===== config.mk =====
export PLATFORM = sky130hd
export DESIGN_NAME = pwm_update_ctrl
export DESIGN_NICKNAME = d
export VERILOG_FILES = /design/src/rtl/pwm_update_ctrl.sv
export SDC_FILE = /design/constraint.sdc
export NUM_CORES = 1
export LEC_CHECK = 0
export ABC_AREA = 1
export CORE_MARGIN = 5
export CORE_UTILIZATION = 51
export DETAILED_ROUTE_END_ITERATION = 8
export PLACE_DENSITY = 0.76
export SLEW_MARGIN = 10
export SYNTH_ARGS = -nofsm -noshare
export SYNTH_HDL_FRONTEND = slang
export SYNTH_SLANG_ARGS = --single-unit

===== constraint.sdc =====
create_clock -name MClk -period 2.5 [get_ports MClk]
set_clock_uncertainty 0.05 [all_clocks]
set_input_delay 0.5 -clock MClk [delete_from_list [all_inputs] [get_ports MClk]]
set_output_delay 0.5 -clock MClk [all_outputs]
set_load 0.005 [all_outputs]

===== src/rtl/pwm_update_ctrl.sv =====
// Shadow/active configuration controller for one PWM channel: host writes land in shadow
// registers and are copied (sanitised) to the active outputs only at safe points.
module pwm_update_ctrl #(
  parameter int W          = 16,
  parameter int MIN_PERIOD = 4
) (
  input  logic         MClk,
  input  logic         RstN,
  input  logic         CfgValid,
  output logic         CfgReady,
  input  logic [1:0]   CfgAddr,
  input  logic [W-1:0] CfgData,
  input  logic         Enable,
  input  logic         PeriodEnd,
  input  logic         Fault,
  input  logic         FaultClr,
  output logic [W-1:0] PeriodCount,
  output logic [W-1:0] DutyCount,
  output logic [W-1:0] DeadTimeCount,
  output logic         OutEn,
  output logic         Committed,
  output logic         FaultLatched,
  output logic         Busy
);

  typedef enum logic [1:0] {
    ST_IDLE  = 2'd0,
    ST_RUN   = 2'd1,
    ST_FAULT = 2'd2
  } state_t;

  localparam logic [W-1:0] MIN_P = W'(MIN_PERIOD);

  state_t       r_state;
  logic [W-1:0] r_sh_period, r_sh_duty, r_sh_dead;
  logic [W-1:0] r_act_period, r_act_duty, r_act_dead;
  logic         r_busy, r_ready, r_out_en, r_committed, r_fault_latched;

  state_t       w_state_nxt;
  logic [W-1:0] w_sh_period_nxt, w_sh_duty_nxt, w_sh_dead_nxt;
  logic [W-1:0] w_act_period_nxt, w_act_duty_nxt, w_act_dead_nxt;
  logic [W-1:0] w_san_period, w_san_duty, w_san_dead, w_half_period;
  logic         w_busy_nxt, w_ready_nxt, w_load, w_commit, w_wr, w_commit_req;

  // Sanitised view of the shadow set; every copy to active goes through this.
  assign w_san_period  = (r_sh_period < MIN_P) ? MIN_P : r_sh_period;
  assign w_half_period = w_san_period >> 1;
  assign w_san_duty    = (r_sh_duty > w_san_period) ? w_san_period : r_sh_duty;
  assign w_san_dead    = (r_sh_dead > w_half_period) ? w_half_period : r_sh_dead;

  // Fault takes priority over everything, including a write presented on the same edge.
  assign w_wr         = CfgValid & r_ready & ~Fault;
  assign w_commit_req = w_wr & (CfgAddr == 2'd3);

  always_comb begin
    w_state_nxt     = r_state;
    w_sh_period_nxt = r_sh_period;
    w_sh_duty_nxt   = r_sh_duty;
    w_sh_dead_nxt   = r_sh_dead;
    w_busy_nxt      = r_busy;
    w_load          = 1'b0;
    w_commit        = 1'b0;

    if (Fault) begin
      w_state_nxt = ST_FAULT;
    end else begin
      if (w_wr) begin
        case (CfgAddr)
          2'd0:    w_sh_period_nxt = CfgData;
          2'd1:    w_sh_duty_nxt   = CfgData;
          2'd2:    w_sh_dead_nxt   = CfgData;
          default: w_busy_nxt      = 1'b1;
        endcase
      end

      case (r_state)
        ST_IDLE: begin
          if (Enable) begin
            // Enable load consumes any earlier pending commit silently.
            w_state_nxt = ST_RUN;
            w_load      = 1'b1;
            w_busy_nxt  = w_commit_req;
          end else if (r_busy) begin
            w_load     = 1'b1;
            w_commit   = 1'b1;
            w_busy_nxt = 1'b0;
          end
        end
        ST_RUN: begin
          if (!Enable) begin
            w_state_nxt = ST_IDLE;
          end else if (r_busy && PeriodEnd) begin
            w_load     = 1'b1;
            w_commit   = 1'b1;
            w_busy_nxt = 1'b0;
          end
        end
        ST_FAULT: begin
          if (FaultClr) w_state_nxt = ST_IDLE;
        end
        default: w_state_nxt = ST_IDLE;
      endcase
    end

    w_act_period_nxt = w_load ? w_san_period : r_act_period;
    w_act_duty_nxt   = w_load ? w_san_duty   : r_act_duty;
    w_act_dead_nxt   = w_load ? w_san_dead   : r_act_dead;
    w_ready_nxt      = ~w_busy_nxt & (w_state_nxt != ST_FAULT);
  end

  always_ff @(posedge MClk) begin
    if (!RstN) begin
      r_state         <= ST_IDLE;
      r_sh_period     <= '0;
      r_sh_duty       <= '0;
      r_sh_dead       <= '0;
      r_act_period    <= '0;
      r_act_duty      <= '0;
      r_act_dead      <= '0;
      r_busy          <= 1'b0;
      r_ready         <= 1'b1;
      r_out_en        <= 1'b0;
      r_committed     <= 1'b0;
      r_fault_latched <= 1'b0;
    end else begin
      r_state         <= w_state_nxt;
      r_sh_period     <= w_sh_period_nxt;
      r_sh_duty       <= w_sh_duty_nxt;
      r_sh_dead       <= w_sh_dead_nxt;
      r_act_period    <= w_act_period_nxt;
      r_act_duty      <= w_act_duty_nxt;
      r_act_dead      <= w_act_dead_nxt;
      r_busy          <= w_busy_nxt;
      r_ready         <= w_ready_nxt;
      r_out_en        <= (w_state_nxt == ST_RUN);
      r_committed     <= w_commit;
      r_fault_latched <= (w_state_nxt == ST_FAULT);
    end
  end

  assign CfgReady      = r_ready;
  assign PeriodCount   = r_act_period;
  assign DutyCount     = r_act_duty;
  assign DeadTimeCount = r_act_dead;
  assign OutEn         = r_out_en;
  assign Committed     = r_committed;
  assign FaultLatched  = r_fault_latched;
  assign Busy          = r_busy;

endmodule


======== Word level (Yosys, flattened, before mapping) ========
Index checks and enable logic that the tools add are counted.
Widths: inputs -> output; s select.
storage, ports and cells
  output and inout port bits .............. 53
  bits in read-only memories .............. 0
  bits in registers ....................... 103
  bits in latches ......................... 0
  bits in writable memories ............... 0
  memories kept ........................... 0
  logic and storage cells ................. 62
cells by class
  reductions and logical operators ........ 8
  div/mod/pow operators ................... 0
  multiply operators ...................... 0
  bitwise operators ....................... 7
  add/subtract/negate cells ............... 0
  order comparisons ....................... 3
  eq/ne operators ......................... 8
  multiplexer cells ....................... 24
  shift-type cells ........................ 0
operators with widths
  kind                 number
  $mux 16              3
  $gt 16x15->1         1
  $gt 16x16->1         1
  $lt 16x3->1 const B  1
  $mux 1               13
  $reduce_and 3->1     3
  $eq 2x2->1 const B   4
  $mux 2               4
  $eq 2x1->1 const B   3
  $pmux 1 s2           3
  $pmux 2 s3           1
  $and 1x1->1          4
  $logic_not 2->1      2
  $not 1->1            3
  $reduce_or 3->1      1
  $ne 2x2->1 const B   1
  $reduce_or 2->1      1
  $logic_and 1x1->1    1

======== Depth between registers and ports, before layout ========
Gate-level depths: netlist (run 1).
  depth in word-level cells ............... 10
  gate-level depth with buffers ........... 17

======== Least setup slack after synthesis (run 1) ========
No wires, ideal clock.
  path kind ............................... flip-flop to flip-flop
  start ................................... register r_sh_period[2]
  end ..................................... register r_act_dead[13], in the netlist DeadTimeCount[13]
  path buffers ............................ 1
  clock period less this slack ............ 2023 ps
  data arrival time ....................... 1838 ps
  cell stages (with the launch flop) ...... 16
  path slack .............................. 477 ps
  cells stage by stage .................... dfxtp_1 > inv_2 > nand2_2 > nor2_4 > nand2_4 > nand2_1 > inv_1 > ha_1 > inv_1 > nor2_1 > nand4_2 > nand2_2 > buf_6 > nand2_1 > nand3_1 > a21oi_1
between the ends
  longest elaborated chain between the ends .. 4
ends and longest elaborated chain
  element                 line  text
  start, declared         35    logic [W-1:0] r_sh_period, r_sh_duty, r_sh_dead;
  start signal, assigned  127   r_sh_period <= w_sh_period_nxt;
  $lt 16x3->1             46    assign w_san_period = (r_sh_period < MIN_P) ? MIN_P : r_sh_period;
  $mux 16                 46
  net w_san_period[1]     42    logic [W-1:0] w_san_period, w_san_duty, w_san_dead, w_half_period;
  $gt 16x15->1            49    assign w_san_dead = (r_sh_dead > w_half_period) ? w_half_period : r_sh_dead;
  $mux 16                 49
  end signal, assigned    132   r_act_dead <= w_act_dead_nxt;
  end, declared           36    logic [W-1:0] r_act_period, r_act_duty, r_act_dead;
The timed path passes the listed nets, and every way through them passes these cells.
A chain may end at the register's enable or synchronous reset.

======== Worst setup path in the final report (run 1) ========
  start ................................... register r_sh_period[10]
  end ..................................... register r_act_duty[8], in the netlist DutyCount[8]
between the ends
  longest elaborated chain between the ends .. 4
ends and longest elaborated chain
  element               line  text
  $lt 16x3->1           46
  $mux 16               46
  net w_san_period[0]   42
  $gt 16x16->1          48    assign w_san_duty = (r_sh_duty > w_san_period) ? w_san_period : r_sh_duty;
  $mux 16               48
  end signal, assigned  131   r_act_duty <= w_act_duty_nxt;
  end, declared         36
The timed path passes the listed nets, and every way through them passes these cells.

==> out/results.ini, run 1 <==
[sta]
period_share_pct = 91.8
worst_slew_pin_slew_ps = 782
slew_headroom_pct = 47.8
drv_slew = 0
rsz0062_at_grt = false
clock.fmax_mhz = 436
fin_tns_setup_ps = 0
finalHoldViolations = 0
fin_crit_ps = 2290
setup_viol = 0

[placed_design]
dp_hpwl_mm = 10.0
place_area_um2 = 6000
gp_congestion = 0.914
numPortBuffers = 77

[clock_network]
path_clk_slew_ps = 90
postCtsSetupRepairBufs = 0
cts_root_buf = clkbuf_8
cts_buffer_depth = 2
tritoncts.num_buffers = 9
cts_max_level = 3
cts.sinks = 103
clk_latency_ps = 380
cts_tree = done

[floorplanning]
die_w_um = 109
start_util_pct = 51.5
die_area_um2 = 11800
pin_count = 78
rows = 36
fp.dieH_um = 109
coreArea_um2 = 9640

[pwr]
power.total_mw = 4.14
cell_internal_pwr_mw = 2.87
power_switching_mw = 1.27
clkPwrFrac_pct = 29.9
vdd_ir_drop_max_mv = 0.367
p_comb_share_pct = 27.3
seq_power_share_pct = 42.8
p_leak_nw = 2.58
sw_frac_of_total_pct = 30.7
power_density_nw_per_um2 = 663

[drt]
postRouteAntennaNets = 0
avgViaCountPerCell = 5.41
remaining_drc_errors = 0
wirelength_mm = 13.5
routedWlPerCell_um = 15.8
first_pass_iters = 5
drtIter0Drc = 259
via_count = 4640

[setup_path]
crit_fanout = 8
path_delay_family = simple AND/OR/NAND/NOR gates
worst_setup_path_start_kind = flop
cp.required_ps = 2720
crit_top_cell = nand2_1
crit_path_cell_trace = nor2_1 -> nand2_1 -> nor2_4 -> nand2_4 -> nand2_1 -> inv_1 -> ha_1 -> o21bai_1 -> nand4_1 -> nand2_1 -> nand2_2 -> nand2_4 -> buf_4 -> nand3_2 -> nand3_2 -> a21oi_2
critical_path_arrival_ps = 2520
crit_path_top_delay_cell = dfxtp_1
path_class = reg2reg
critPathMaxStageDelay_ps = 320
path_buf_inv = 2
critPathCaptureType = flop

[cells_and_area]
final_common_cell = dfxtp_1
fill_cells = 855
area_delta_synth_final_pct = 25.9
diodes = 0
drive_gt1_share_pct = 13.9
most-common-layout-cells = 103 x dfxtp_1, 94 x a21oi_1, 91 x nand2_1
design_area_um2 = 6250
nets = 774

[synth]
avgSynthCellArea_um2 = 7.82
yosys.area_share.simple_pct = 22.6
synth_top_family_by_area = simple AND/OR/NAND/NOR gates
synth_cell_type_count = 30
yosysWarnings = 0
synthAdderAreaFrac_pct = 7.31
post_synth_instance_area_um2 = 4960
syn_inst = 634
synth_compound_area_share_pct = 19.3
synth_seq_cells = 103
syn-num-nets = 688
synthMuxAreaShare_pct = 0
ys_seq_area_share_pct = 41.6
synth_xor_area_share_pct = 0

[grt]
grt_pass1_vias = 4612
overflow = 0
grt_max_degree = 50
grt_pass1_wl_mm = 22.1
grtUsageTotal_pct = 23.8
antenna_found_initial = 0

[hold_path]
hp-class = reg2reg

[run]
maxCapViolCount = 0

[run_status]
outcome = finished, final reports clean

[metrics by stage]
stage               setup WS [ps]  cells  util (%)  hold slack, ps
finish                        205    858      64.8             404
global route                 3.74    858      64.8             433
CTS                           203    858      64.7             406
detailed placement            132    842      62.2             393
global placement              173    842      62.2             376
floorplan                     477    634         -             385
[state kept, by name, indices dropped and copies added, names as in the netlist]
register / flops
CfgReady: 1
r_sh_duty: 16
r_sh_period: 16
Committed: 1
Busy: 1
PeriodCount: 16
OutEn: 1
DutyCount: 16
FaultLatched: 1
DeadTimeCount: 16
r_sh_dead: 16
r_state: 2
[path summary, 6_finish.rpt]
| check | start | endpoint | slack (ps) | cells past startpoint |
|---|---|---|---|---|
| hold / removal | DeadTimeCount[15] | DeadTimeCount[15] | 400 | 2 |
| setup reg to reg | r_sh_period[10] | DutyCount[8] | 210 | 16 |
| hold reg to reg | DeadTimeCount[15] | DeadTimeCount[15] | 400 | 2 |
| setup / recovery | r_sh_period[10] | DutyCount[8] | 210 | 16 |
[power by group through the flow]
stage	clock network [mW]	logic (mW)	registers, mW
6_report	1.24	1.13	1.77
3_5_place_dp	0	1.12	1.81
4_1_cts	1.25	1.13	1.77
3_3_place_gp	0	1.09	1.81
2_1_floorplan	0	0.739	1.81
5_1_grt	1.32	1.25	1.79
[final cells by class]
| cell class | count | area (µm²) | share of cell area, % |
|---|---|---|---|
| Timing Repair Buffer | 109 | 1050 | 16.8 |
| Tap cell | 133 | 166 | 2.66 |
| Clock buffer | 14 | 183 | 2.92 |
| Sequential cell | 103 | 2060 | 33.0 |
| Clock inverter | 2 | 60.1 | 0.962 |
| Inverter | 74 | 278 | 4.45 |
| Multi-Input combinational cell | 423 | 2450 | 39.2 |
[cell usage after synthesis, drive strengths merged]
master	count	area [µm²]
o21a	1	7.51
a31oi	2	12.5
nor2	26	113
clkbuf	23	96.3
nor3	5	30.0
dfxtp	103	2060
inv	74	278
nand2	103	439
ha	29	363
nand3	70	455
o21ai	71	355
a21oi	105	567
nor4	2	12.5
nor3b	1	12.5
buf	11	83.8
nand4	6	58.8
o21bai	2	15.0
[what timing repair did]
item	in CTS	in global routing
endpoints found under the hold margin	0	0
setup endpoints to repair	0	3
hold buffers	0	0
gates resized for setup	0	2
[routing by layer]
metal / wire [µm] / global-route usage (%)
met1: 5820 / 29.5
met2: 6800 / 42.0
met3: 634 / 3.14
met4: 282 / 9.20
met5: 0 / 0
[logic make-up (layout without fill, tap and decap cells)]
logic type                 count (synthesis)  in the layout
AOI/OAI and AO/OA                        181            181
adders and majority gates                 29             29
DFF                                      103            103
buffers and inverters                    108            199
and+or+nand+nor                          213            213
[worst min-delay path: cells and delay by family, from the launching register on]
kind          cells  cell delay (ps)
flops             1              320
simple gates      2              100
No activity file was read; power rests on OpenSTA's default activity.
==> inputs of run 2 (changes only) <==
Settings changed: CORE_UTILIZATION 51 to 49, PLACE_DENSITY 0.76 to 0.77.
Clock period 2.5 ns to 1.8 ns, I/O delays scaled along.
==> out/results.ini, run 2 (synthesis gave the netlist of run 1 again) <==
[sta]
drv_slew = 0  ; unchanged
worst_slew_pin_slew_ps = 387  ; -395 ps
setup_slack_ps = -311  ; -517 ps
fin_tns_setup_ps = -8330  ; -8330 ps
setup_viol = 31  ; +31
slew_headroom_pct = 74.1  ; +26 points
period_share_pct = 117  ; +26 points
fin_crit_ps = 2110  ; -183 ps
finalHoldViolations = 0  ; unchanged
rsz0062_at_grt = true
clock.fmax_mhz = 474  ; +8.7%

[cells_and_area]
most-common-layout-cells = 93 x dfxtp_1, 87 x a21oi_1, 77 x clkdlybuf4s50_1
diodes = 0  ; unchanged
stdcell_count = 907  ; +5.7%
final_common_cell = dfxtp_1
design_area_um2 = 6990  ; +12%
area_delta_synth_final_pct = 40.8
drive_gt1_share_pct = 28.0  ; +14 points
nets = 825  ; +6.6%
final_util_pct = 71.2  ; +6.4 points

[grt]
busiest_layer = met2
grt_max_degree = 32  ; -36%
grtUsageTotal_pct = 23.3  ; -0.56 points
antenna_found_initial = 0  ; unchanged
grt_pass1_vias = 4861  ; +5.4%
grt_pass1_wl_mm = 23.7  ; +7.2%
use_met3_pct = 4.81  ; +1.7 points
use_met2_pct = 38.6  ; -3.4 points
global_route.usage.met1_pct = 30.2  ; +0.71 points
overflow = 0  ; unchanged

[floorplanning]
rows = 36  ; unchanged
coreArea_um2 = 9820  ; +1.9%
die_area_um2 = 12200  ; +3.7%
pin_count = 78  ; unchanged
fp.dieH_um = 111  ; +1.8%
start_util_pct = 50.5  ; -0.94 points
die_w_um = 111  ; +1.8%

[placed_design]
numPortBuffers = 77  ; unchanged
place_inst = 886  ; +5.2%
preCtsSetupSlack_ps = -335  ; -468 ps
dp_hpwl_mm = 10.6  ; +5.8%
gp_congestion = 0.892  ; -2.3%
place_area_um2 = 6470  ; +7.9%

[clock_network]
cts_tree = done
path_clk_slew_ps = 90  ; about the same
cts.sinks = 103  ; unchanged
cts_buffer_depth = 2  ; unchanged
tritoncts.num_buffers = 9  ; unchanged
cts_max_level = 3  ; unchanged
cts_root_buf = clkbuf_8
clk_latency_ps = 380  ; about the same

[drt]
avgViaCountPerCell = 5.37  ; -0.77%
routedWlPerCell_um = 15.9  ; +1.0%
wirelength_mm = 14.4  ; +6.8%
drtIter0Drc = 359  ; +39%
first_pass_iters = 5  ; unchanged
postRouteAntennaNets = 0  ; unchanged
remaining_drc_errors = 0  ; unchanged
via_count = 4867  ; +4.9%

[pwr]
sw_frac_of_total_pct = 33.0  ; +2.3 points
vdd_ir_drop_max_mv = 0.546  ; +49%
clkPwrFrac_pct = 23.7  ; -6.2 points
p_leak_nw = 2.88  ; +11%
power_switching_mw = 1.95  ; +53%
p_comb_share_pct = 34.3  ; +7.0 points
seq_power_share_pct = 41.9  ; -0.9 points
cell_internal_pwr_mw = 3.95  ; +38%
power_density_nw_per_um2 = 844  ; +27%

[run_status]
violations = setup timing
outcome = complete, but fails checks

[run]
maxCapViolCount = 0  ; unchanged

[setup_path]
path_class = reg2reg
rrSetupSlack_ps = -310  ; -520 ps
critical_path_arrival_ps = 2380  ; -140 ps
crit_fanout = 7  ; -1
cp.required_ps = 2070  ; -650 ps
critPathCaptureType = flop
worst_setup_path_start_kind = flop

[hold_path]
hp-class = reg2reg

-- run 2: cell count changes in the layout (fill, tap and decap cells not counted), moves of 8 or more --
| cell | previous run | this run |
|---|---|---|
| buf_4 | 29 | 67 |
| nand2_1 | 91 | 73 |
| nand2_2 | 6 | 21 |
| nand3_1 | 49 | 35 |
| nand3_2 | 21 | 34 |
| dfxtp_1 | 103 | 93 |
| dfxtp_2 | 0 | 10 |
| ha_1 | 29 | 21 |
| ha_4 | 0 | 8 |
| inv_1 | 70 | 62 |
-- run 2: timing repair --
item | CTS | global route
endpoints found under the hold margin | 0 | 0
hold buffers | 0 | 0
setup buffers | 5 | 0
resized for setup | 44 | 23
pin swaps | 37 | 20
endpoints found under the setup margin | 31 | 32
cloned | 2 | 0
-- run 2: power groups by stage --
stage | Clock, mW | Combinational [mW] | Sequential, mW
after floorplan | 0 | 1.09 | 2.52
after global placement | 0 | 1.65 | 2.51
after detailed placement | 0 | 1.69 | 2.52
after CTS | 1.42 | 1.95 | 2.47
after global routing | 1.52 | 2.20 | 2.49
final | 1.40 | 2.03 | 2.47
-- run 2: per-stage QoR --
step | power (mW) | hold WS [ps]
after floorplan | 3.61 | 385
after global placement | 4.16 | 377
after detailed placement | 4.21 | 384
after CTS | 5.84 | 400
after global routing | 6.21 | 444
final | 5.90 | 396
-- run 2: cell type report --
type / instances / area (µm²)
inverters: 74 / 283
fillers: 786 / 2830
well taps: 133 / 166
clock buffers: 10 / 128
clock inverters: 4 / 48.8
multi-input cells: 424 / 2780
repair buffers: 159 / 1510
flip-flops and latches: 103 / 2070
-- run 2: final timing paths --
check | start | to | cells past startpoint
max reg2reg | r_sh_period[12] | DutyCount[13] | 13
min reg2reg | DeadTimeCount[15] | DeadTimeCount[15] | 2
min | DeadTimeCount[15] | DeadTimeCount[15] | 2
max | r_sh_period[12] | DutyCount[13] | 13
-- run 2: per-layer routing --
layer | wire length, µm | part of all wire [%]
met5 | 0 | 0
met2 | 7020 | 49
met3 | 714 | 4.9
met4 | 220 | 1.5
met1 | 6500 | 45
-- run 2: worst max-delay path, stage by stage (launching register included) --
cell and delay, ps:
dfxtp_2 340, inv_1 60, buf_4 140, ha_1 280, nand4_1 120, inv_1 90, nand2_1 70, nand2_1 80
nor3_4 280, nand2_8 130, buf_8 170, nand3_2 60, nand3_2 80, a21oi_2 120
==> inputs of run 3 (changes only) <==
Settings changed: CORE_UTILIZATION 49 to 51, PLACE_DENSITY 0.77 to 0.76.
Clock period 1.8 ns to 2.67 ns, I/O delays scaled along.
==> out/results.ini, run 3 (synthesis gave the netlist of run 1 again) <==
[grt]
antenna_found_initial = 0  ; unchanged
overflow = 0  ; unchanged
grtUsageTotal_pct = 22.9  ; -0.33 points
grt_pass1_wl_mm = 21.5  ; -9.1%
grt_max_degree = 66  ; +110%
grt_pass1_vias = 4501  ; -7.4%

[drt]
drtIter0Drc = 332  ; -7.5%
avgViaCountPerCell = 5.36  ; about the same
postRouteAntennaNets = 0  ; unchanged
remaining_drc_errors = 0  ; unchanged
met3WireLength_um = 783  ; +9.7%
top_layer_used = met4
met1_length_mm = 5.64  ; -13%
routedWlPerCell_um = 15.4  ; -3.1%
first_pass_iters = 6  ; +1
routed-wl-met2_mm = 6.26  ; -11%
via_count = 4515  ; -7.2%
wirelength_mm = 13.0  ; -10%

[setup_path]
critPathCaptureType = flop
critical_path_arrival_ps = 2590  ; +210 ps
crit_path_cell_trace = nor2_1 -> nand2_1 -> nor2_4 -> nand2_4 -> nand2_1 -> inv_1 -> ha_1 -> inv_1 -> nor2_1 -> nand4_2 -> nand2_2 -> nand2_1 -> nand3_1 -> a21oi_1
path_buf_inv = 2  ; -2
crit_start = r_sh_period[12]
critPathMaxStageDelay_ps = 330  ; about the same
r2r_cells = 14  ; +1
path_delay_family = simple AND/OR/NAND/NOR gates
cp_num_cells = 14  ; +1
rrSetupSlack_ps = 260  ; +570 ps
r2r-start = r_sh_period[12]
r2r_end = DeadTimeCount[13]
crit_path_top_delay_cell = dfxtp_1
crit_top_cell = nand2_1
worst_setup_path_start_kind = flop
crit_fanout = 14  ; +7
path_class = reg2reg
cp.required_ps = 2850  ; +780 ps

[cells_and_area]
ff_latch_area_um2 = 2060  ; -0.60%
drive_gt1_share_pct = 12.0  ; -16 points
most-common-layout-cells = 103 x dfxtp_1, 94 x a21oi_1, 92 x nand2_1
nets = 759  ; -8.0%
area_delta_synth_final_pct = 22.7
diodes = 0  ; unchanged
multi_input_comb_area_um2 = 2440  ; -12%
final_common_cell = dfxtp_1
fill_cells = 862  ; +9.7%
final_util_pct = 63.2  ; -8.0 points

[placed_design]
numPortBuffers = 77  ; unchanged
dp_hpwl_mm = 9.58  ; -9.6%
gp_congestion = 0.900  ; +0.87%
preCtsSetupSlack_ps = 92.2  ; +427 ps

[clock_network]
postCtsSetupRepairBufs = 0  ; -5
path_clk_slew_ps = 100  ; about the same
postCtsResizedCells = 0  ; -100%
cts.sinks = 103  ; unchanged
cts_root_buf = clkbuf_8
cts_tree = done
cts_max_level = 3  ; unchanged
clk_latency_ps = 360  ; -20 ps
tritoncts.num_buffers = 9  ; unchanged
cts_buffer_depth = 2  ; unchanged
holdBufCountCts = 0  ; unchanged

[pwr]
p_leak_nw = 2.50  ; -13%
power.total_mw = 3.73  ; -37%
power_density_nw_per_um2 = 613  ; -27%
vdd_ir_drop_max_mv = 0.300  ; -45%

[sta]
clock.fmax_mhz = 415  ; -12%
rsz0062_at_grt = false
worst_slew_pin_slew_ps = 796  ; +408 ps
drv_slew = 0  ; unchanged
period_share_pct = 90.2  ; -27 points
fin_tns_setup_ps = 0  ; +8330 ps
setup_viol = 0  ; -100%
setup_slack_ps = 261  ; +572 ps
fin_crit_ps = 2410  ; +298 ps
slew_headroom_pct = 46.9  ; -27 points
finalHoldViolations = 0  ; unchanged

[floorplanning]
fp.dieH_um = 109  ; -1.8%
coreArea_um2 = 9640  ; -1.8%
die_w_um = 109  ; -1.8%
die_area_um2 = 11800  ; -3.6%
rows = 36  ; unchanged
pin_count = 78  ; unchanged
start_util_pct = 51.5  ; +0.94 points

[hold_path]
min_to = DeadTimeCount[15]
min_from = DeadTimeCount[15]
hp-class = reg2reg
holdPathStages = 2  ; unchanged

[run_status]
outcome = finished, final reports clean

[run]
maxCapViolCount = 0  ; unchanged

run 3: cell types whose count changed in the layout (fill, tap and decap cells not counted), sizes merged:
| cell | delta |
|---|---|
| clkinvlp | +1 |
| bufinv | +1 |
| clkinv | -2 |
| nand2 | -1 |
| inv | +1 |
| buf | -65 |
run 3: how the worst max path moves through the flow:
| stage | to | slack, ps |
|---|---|---|
| after detailed placement | r_sh_period[13] | 90 |
| after global routing | DeadTimeCount[7] | 70 |
| after floorplan | DeadTimeCount[13] | 650 |
| final | DeadTimeCount[13] | 260 |
| after CTS | DeadTimeCount[13] | 310 |
| after global placement | r_sh_period[13] | 150 |
run 3: metal layers:
metal / global-route usage (%) / vias to the layer above
met3: 5.03 / 26
met4: 10.0 / 0
li1: - / 2260
met5: 0 / -
met2: 37.6 / 127
met1: 29.1 / 2102
run 3: cell type report:
type / instances / area share, %
Multi-Input combinational cell: 423 / 40.1
Tap cell: 133 / 2.73
Sequential cell: 103 / 33.9
Timing Repair Buffer: 94 / 15.2
Inverter: 74 / 4.56
Clock buffer: 10 / 2.26
Clock inverter: 5 / 1.34
run 3: where the power goes:
part | total (mW) | switching [mW] | internal [mW]
clock network | 1.08 | 0.528 | 0.551
registers | 1.66 | 0.0453 | 1.62
logic | 0.992 | 0.601 | 0.391
run 3: worst register-to-register path: cells and delay by family (launching register included):
family | cells | cell delay, ps
buf+inv | 2 | 110
fa+ha+maj | 1 | 270
compound gates | 1 | 70
flops | 1 | 330
simple gates | 10 | 1450
run 3: stage by stage:
stage | hold WS, ps | std cells | area, µm²
after floorplan | 385 | 634 | 4960
after global placement | 378 | 827 | 5870
after detailed placement | 378 | 827 | 5870
after CTS | 394 | 842 | 6090
after global routing | 429 | 842 | 6090
final | 392 | 842 | 6090
